--- src/rtl/ssp_pkg.sv ---
// Shared definitions for the SSP transmit path.
package ssp_pkg;

    localparam int SSP_DATA_W    = 8;
    localparam int SSP_FETCH_LAT = 2;

    typedef enum logic [1:0] {
        IDLE  = 2'd0,
        FRAME = 2'd1,
        SHIFT = 2'd2
    } ssp_state_e;

endpackage

--- src/rtl/ssp_tx_fetch.sv ---
// Tx FIFO fetch engine: issues one pop at a time and parks the returned
// byte in a one-entry holding register until the shift engine takes it.
module ssp_tx_fetch
    import ssp_pkg::*;
#(
    parameter int DATA_W = SSP_DATA_W
) (
    input  logic              clk_i,
    input  logic              rst_ni,
    input  logic              fifo_empty_i,
    input  logic [DATA_W-1:0] rd_data_i,
    input  logic              load_i,
    output logic              pop_o,
    output logic [DATA_W-1:0] hold_o,
    output logic              hold_v_o,
    output logic              busy_o
);

    localparam logic [1:0] FETCH_LAT = 2'(SSP_FETCH_LAT);

    logic              pop_q, pop_d;
    logic [1:0]        fcnt_q, fcnt_d;
    logic              hold_v_q, hold_v_d;
    logic [DATA_W-1:0] hold_q;
    logic              fill;

    // Next-state: a nonzero fetch counter means a pop is in flight; the
    // byte is captured on the edge where the counter expires.
    always_comb begin
        pop_d    = 1'b0;
        fcnt_d   = fcnt_q;
        hold_v_d = hold_v_q;
        fill     = 1'b0;
        if (fcnt_q != 2'd0) begin
            fcnt_d = fcnt_q - 2'd1;
            if (fcnt_q == 2'd1) begin
                fill     = 1'b1;
                hold_v_d = 1'b1;
            end
        end else if (!hold_v_q && !fifo_empty_i) begin
            pop_d  = 1'b1;
            fcnt_d = FETCH_LAT;
        end
        // The shift engine only loads while hold_v is set, so this never
        // collides with a fill (fills only complete while hold_v is clear).
        if (load_i) begin
            hold_v_d = 1'b0;
        end
    end

    // Control state: pop pulse, fetch counter, hold-valid flag.
    always_ff @(posedge clk_i or negedge rst_ni) begin
        if (!rst_ni) begin
            pop_q    <= 1'b0;
            fcnt_q   <= 2'd0;
            hold_v_q <= 1'b0;
        end else begin
            pop_q    <= pop_d;
            fcnt_q   <= fcnt_d;
            hold_v_q <= hold_v_d;
        end
    end

    // Holding register data; qualified by hold_v, so no reset needed.
    always_ff @(posedge clk_i) begin
        if (fill) begin
            hold_q <= rd_data_i;
        end
    end

    assign pop_o    = pop_q;
    assign hold_o   = hold_q;
    assign hold_v_o = hold_v_q;
    assign busy_o   = hold_v_q | (fcnt_q != 2'd0);

endmodule

--- src/rtl/ssp_tx_serializer.sv ---
// SSP transmit back end: TI synchronous-serial frames, MSB first, bit clock
// PCLK/2. FSS overlaps the LSB slot when the next byte is already held,
// giving gap-free back-to-back frames.
module ssp_tx_serializer
    import ssp_pkg::*;
#(
    parameter int DATA_W = SSP_DATA_W,
    parameter int CNT_W  = 3
) (
    input  logic              PCLK,
    input  logic              CLEAR_B,
    input  logic [DATA_W-1:0] TxData,
    input  logic              fifo_empty,
    output logic              shf_read_ready,
    output logic              SSPTXD,
    output logic              SSPFSSOUT,
    output logic              SSPCLKOUT,
    output logic              SSPOE_B,
    output logic              tx_busy
);

    logic              clk_ph_q;
    ssp_state_e        state_q, state_d;
    logic [CNT_W-1:0]  cnt_q, cnt_d;
    logic [DATA_W-1:0] shreg_q, shreg_d;
    logic              txd_q, txd_d;
    logic              fss_q, fss_d;
    logic              oe_b_q, oe_b_d;
    logic              boundary;
    logic              load;
    logic [DATA_W-1:0] hold;
    logic              hold_v;
    logic              fetch_busy;

    ssp_tx_fetch #(.DATA_W(DATA_W)) u_fetch (
        .clk_i        (PCLK),
        .rst_ni       (CLEAR_B),
        .fifo_empty_i (fifo_empty),
        .rd_data_i    (TxData),
        .load_i       (load),
        .pop_o        (shf_read_ready),
        .hold_o       (hold),
        .hold_v_o     (hold_v),
        .busy_o       (fetch_busy)
    );

    // Bit slots start on the edge where SSPCLKOUT rises.
    assign boundary = ~clk_ph_q;

    // Free-running divide-by-two serial clock.
    always_ff @(posedge PCLK or negedge CLEAR_B) begin
        if (!CLEAR_B) begin
            clk_ph_q <= 1'b0;
        end else begin
            clk_ph_q <= ~clk_ph_q;
        end
    end

    // Shift FSM next-state: FSS slot, then DATA_W bits; a pending byte
    // raises FSS during the LSB so the next MSB follows without a gap.
    always_comb begin
        state_d = state_q;
        cnt_d   = cnt_q;
        shreg_d = shreg_q;
        txd_d   = txd_q;
        fss_d   = fss_q;
        oe_b_d  = oe_b_q;
        load    = 1'b0;
        if (boundary) begin
            unique case (state_q)
                IDLE: begin
                    if (hold_v) begin
                        fss_d   = 1'b1;
                        oe_b_d  = 1'b0;
                        shreg_d = hold;
                        load    = 1'b1;
                        state_d = FRAME;
                    end
                end
                FRAME: begin
                    fss_d   = 1'b0;
                    txd_d   = shreg_q[DATA_W-1];
                    shreg_d = shreg_q << 1;
                    cnt_d   = CNT_W'(DATA_W - 1);
                    state_d = SHIFT;
                end
                SHIFT: begin
                    if (cnt_q != '0) begin
                        txd_d   = shreg_q[DATA_W-1];
                        shreg_d = shreg_q << 1;
                        cnt_d   = cnt_q - 1'b1;
                        if ((cnt_q == CNT_W'(1)) && hold_v) begin
                            fss_d = 1'b1;
                        end
                    end else if (fss_q) begin
                        fss_d   = 1'b0;
                        txd_d   = hold[DATA_W-1];
                        shreg_d = hold << 1;
                        load    = 1'b1;
                        cnt_d   = CNT_W'(DATA_W - 1);
                    end else begin
                        txd_d   = 1'b0;
                        oe_b_d  = 1'b1;
                        state_d = IDLE;
                    end
                end
                default: begin
                    state_d = IDLE;
                end
            endcase
        end
    end

    // Shift FSM control and pin registers.
    always_ff @(posedge PCLK or negedge CLEAR_B) begin
        if (!CLEAR_B) begin
            state_q <= IDLE;
            cnt_q   <= '0;
            txd_q   <= 1'b0;
            fss_q   <= 1'b0;
            oe_b_q  <= 1'b1;
        end else begin
            state_q <= state_d;
            cnt_q   <= cnt_d;
            txd_q   <= txd_d;
            fss_q   <= fss_d;
            oe_b_q  <= oe_b_d;
        end
    end

    // Shift register data; only meaningful while a frame is active.
    always_ff @(posedge PCLK) begin
        shreg_q <= shreg_d;
    end

    assign SSPTXD    = txd_q;
    assign SSPFSSOUT = fss_q;
    assign SSPCLKOUT = clk_ph_q;
    assign SSPOE_B   = oe_b_q;
    assign tx_busy   = (state_q != IDLE) | fetch_busy;

endmodule

--- config.mk ---
export PLATFORM = sky130hd
export DESIGN_NAME = ssp_tx_serializer
export DESIGN_NICKNAME = d
export VERILOG_FILES = /design/src/rtl/ssp_pkg.sv /design/src/rtl/ssp_tx_fetch.sv /design/src/rtl/ssp_tx_serializer.sv
export SDC_FILE = /design/constraint.sdc
export NUM_CORES = 1
export LEC_CHECK = 0
export BUFFER_PORTS_ARGS = -buffer_cell sky130_fd_sc_hd__buf_2
export CORE_UTILIZATION = 58
export DETAILED_ROUTE_END_ITERATION = 7
export GPL_TIMING_DRIVEN = 0
export PLACE_DENSITY = 0.86
export REMOVE_ABC_BUFFERS = 1
export SLEW_MARGIN = 25
export SYNTH_ARGS = -nofsm -noshare
export SYNTH_HDL_FRONTEND = slang
export SYNTH_SLANG_ARGS = --single-unit
--- constraint.sdc ---
create_clock -name PCLK -period 3.4 [get_ports PCLK]
set_clock_uncertainty 0.1 [all_clocks]
set_input_delay 0.85 -clock PCLK [delete_from_list [all_inputs] [get_ports PCLK]]
set_output_delay 0.85 -clock PCLK [all_outputs]
set_load 0.05 [all_outputs]
* Yosys cells after proc, flatten, opt, wreduce, memory -nomap -nowiden
Index checks and enable logic that the tools add are counted.
** Word-level totals
- Input bits :: 11
- Output and inout bits :: 6
- Bits in registers :: 29
** Cells by class
- Reduce and logical (&&, ||, !) cells :: 21
- Bitwise operators :: 3
- Muxes and demuxes :: 36
- Add/subtract/negate cells :: 2
- Equal/unequal tests :: 9
** Operator list (count)
- 2-to-1 mux 8 bit :: 3
- one-hot mux 8 bit (3 select lines) :: 1
- 2-to-1 mux 1 bit :: 19
- nonzero test 2 bit :: 7
- AND reduction 4 bit :: 3
- 2-to-1 mux 2 bit :: 5
- 2-to-1 mux 3 bit :: 2
- inequality test 3 bit (second input constant) :: 2
- one-hot mux 1 bit (2 select lines) :: 3
- one-hot mux 2 bit (3 select lines) :: 1
- one-hot mux 3 bit (2 select lines) :: 1
- nonzero test 3 bit :: 2
- AND reduction 5 bit :: 1
- == test 2 x 1 -> 1 bit (second input constant) :: 2
- inequality test 2 bit (second input constant) :: 2
- AND reduction 2 bit :: 2
- == test 3 x 1 -> 1 bit (second input constant) :: 1
- one-hot mux 1 bit (3 select lines) :: 1
- AND reduction 3 bit :: 1
- subtractor 3 x 1 -> 3 bit (second input constant) :: 1
- == test 2 bit (second input constant) :: 1
- logical AND 1 bit :: 2
- logical NOT 1 bit :: 2
- logical NOT 2 bit :: 1
- other kinds (4) :: 5

* Longest topological paths before layout
- Depth in word-level cells :: 6
- Gate-level depth with buffers :: 6

* Modules after synthesis
A second synthesis with hierarchy kept.
** Unflattened totals
- Cell total of the unflattened synthesis :: 125
- Area, all modules :: 1490.2 um2
** Modules (own cells, without submodules)
- ssp_tx_serializer :: seq. area each 466.7 um2, cells an instance 99, area each 1032.2 um2, instances 1
- ssp_tx_fetch :: seq. area each 340.3 um2, cells an instance 26, area each 457.9 um2, instances 1

* Least setup slack after synthesis
OpenSTA, ideal clock, no wires.
- Path kind :: reg2out
- Start :: register state_q[0]
- End :: output tx_busy
- Setup slack :: 1176 ps
- Stages on the path, launching flop included :: 5
- Arrival :: 1274 ps
- Data required time :: 2450 ps
- Buffers on the path :: 0
- Path through :: dfrtp_1 > inv_1 > ha_1 > nor2b_2 > nand2_1
** On the way
- Word-level cells in the longest chain between the ends :: 2
** RTL lines
- start, declared :: RTL line ssp_tx_serializer.sv:23 : ssp_state_e state_q, state_d;
- start signal, assigned :: RTL line ssp_tx_serializer.sv:123 : state_q <= state_d;
- nonzero test 2 bit :: RTL line ssp_tx_serializer.sv:140 : assign tx_busy = (state_q != IDLE) | fetch_busy;
- OR 1 bit :: RTL line ssp_tx_serializer.sv:140
- end, declared :: RTL line ssp_tx_serializer.sv:19 : output logic tx_busy
No other way between the ends.

* Worst setup path after layout
- Start :: register state_q[1]
- End :: output tx_busy
Same word-level chain as after synthesis.

==> metrics <==
CTS root buffer=clkbuf_4; Yosys top cell by area=edfxtp_1; Area contributors post-synth=edfxtp_1 33%, dfrtp_1 21%, ha_1 9.5%; Most used DFF post-synth=edfxtp_1; register bit total from synthesis=29; Adder-Cell Fraction of Synth Area=9.47%; via count=948; clock slew at reported path FFs=0.09 ns; port buffer count=16; share of layout cells above drive strength 1=25.6%; gpl congestion=0.853; critical path type=flip-flop to output port; H-tree levels=2; Layout area overhead=12.3%; main combinational cell family by area after synthesis=compound AO/OA/AOI/OAI gates; DP HPWL=1860 um; XOR/XNOR Fraction of Synth Area=0%; Required @ worst endpoint=2.45 ns; Filler Cell Count=154; Max VDD drop=0.693 mV; CTS Buf Count=5; DR vias/cell=5.89; setup tns final=0 ns; count of different cell masters after synthesis=39; Tightest Pin Transition=0.719 ns; most frequent cells after synthesis=16 x edfxtp_1, 12 x dfrtp_1, 11 x ha_1; CTS resizes=0; antenna cells=0; share of the synthesized area in the top cell type=33.1%; final worst path period share=79.0%; TritonRoute pass-1 iters=4; largest net degree at the start of global routing=15; post-synthesis async set-or-reset flop share=44.8%; Mapped Area=1450 um^2; Post-Synth Simple-Gate Area=14.0%; worst-path maximum fanout=6; minimum clock period=2.68 ns; Worst setup SP type=flip-flop; CTS Buffer Depth=2; worst-skew pair later-pin latency=0.32 ns; Post-Syn Area per Cell=13.1 um^2; max-capacitance violation count=0; IO Pins=17; Multi-input gate area=604 um^2; number of remaining DRC errors=0; Initial Utilization=63.8%; FF/Latch Area=807 um^2; total grt overflow=0; WL/cell=16.0 um; highest clock rate=0.373 GHz; compound-cell area share of the yosys netlist=15.1%; cell count after synthesis=111; Die W=52.0 um; Syn. warnings=0; RSZ-0062 raised after global routing=false; DIE AREA=2710 um^2; CP endpoint kind=output port; total track usage=24.0%; initial drt markers=20; vias in the first global route=1003; total wire length=2580 um; hold crit path type=input port to async pin; post-synthesis sequential area ratio=55.6%; final hold violation count=0; post-CTS setup buffer count=0; EDFF count, synth=16; TritonCTS clock tree=yes; Routed Antenna Nets=0; Final Max Tran Viols=0; most common cell in the netlist=edfxtp_1; Placed Cells=153; Pwr per Cell Area=882 nW/um^2; Pleak=0.687 nW; Worst slew margin=51.9%; outcome=finished, final reports clean; Hold-fix buffers, CTS=0; die height=52.0 um; area of the core=2280 um^2; Nets=154; final setup fails=0; first-pass GRT wire length=4430 um; Rows=17; antenna violations before repair=0; Sink Count=29; post-synthesis mux area share=3.01%; Worst EP arrival=1.73 ns; final non-filler cell total=161
cells by family (layout without fill, tap and decap cells):
kind of cell	after synthesis	in the layout
AO/OA/AOI/OAI	25	25
adder cells (fa/ha/maj)	11	11
buffers and inverters	10	32
flip-flops	29	29
multiplexers	4	4
AND/OR/NAND/NOR	32	32
cell usage in the layout, fill, tap and decap left out, types with 2 or more instances in the layout:
cell	instances
a221o_1	7
dfrtp_1	12
nand3b_1	2
o21ai_0	2
and2_1	2
nor2b_1	8
or2_2	2
ha_1	11
a21oi_1	4
a31oi_1	2
edfxtp_1	16
inv_1	8
clkbuf_4	5
nor2_1	4
nand2_1	5
buf_2	16
mux2_1	2
report_power, final:
group          total, mW  internal [mW]  switching [mW]
Clock              0.268          0.153           0.115
Combinational      0.555          0.219           0.336
Sequential         0.616          0.530          0.0861
Total               1.44          0.903           0.536
stage by stage:
step / utilization (%) / hold slack (ns) / total power, mW / instance area, um^2 / worst slack [ns]
final: 71.7 / 0.299 / 1.44 / 1630 / 0.715
after global routing: 71.7 / 0.300 / 1.54 / 1630 / 0.587
after CTS: 71.7 / 0.297 / 1.44 / 1630 / 0.714
after detailed placement: 68.4 / 0.427 / 1.18 / 1560 / 1.06
after global placement: 68.4 / 0.390 / 1.14 / 1560 / 1.10
after floorplan: - / 0.381 / 1.03 / 1440 / 1.18
layout make-up:
cell class,count,area share [%]
repair buffers,16,4.91
clock inverters,2,2.07
clock buffers,6,2.53
multi-input cells,72,37.0
flip-flops and latches,29,49.5
well taps,28,2.15
inverters,8,1.84
worst max-delay path, cell delays in order (launching register included):
cell	delay, ns
dfrtp_1	0.42
inv_1	0.11
ha_1	0.21
nor2b_2	0.37
nand2_1	0.09
buf_2	0.22
metal layers:
layer  up-vias  GRT usage (%)  share of wire (%)
met4         0           9.46               0.97
met5         -              0                  0
met3         5           8.19                4.2
li1        460              -                  -
met1       457           29.1                 45
met2        26           38.9                 49
state kept, by name (all words and copies together), names as in the netlist:
signal and cells:
SSPOE_B 1, u_fetch.pop_o 1, SSPFSSOUT 1, shreg_q 8
cnt_q 3, u_fetch.hold_v_o 1, state_q 2, u_fetch.fcnt_q 2
u_fetch.hold_o 8, SSPCLKOUT 1, SSPTXD 1
final timing paths:
path / to / slack (ns) / depth (start not counted) / startpoint
hold reg to reg: cnt_q[1] / 0.44 / 1 / cnt_q[1]
min in group PCLK: cnt_q[1] / 0.44 / 1 / cnt_q[1]
hold / removal: cnt_q[2] / 0.30 / 1 / CLEAR_B
setup / recovery: tx_busy / 0.72 / 5 / state_q[1]
setup reg to reg: shreg_q[0] / 1.07 / 5 / state_q[0]
max in group asynchronous: SSPOE_B / 2.63 / 1 / CLEAR_B
No activity file was read; power rests on OpenSTA's default activity.
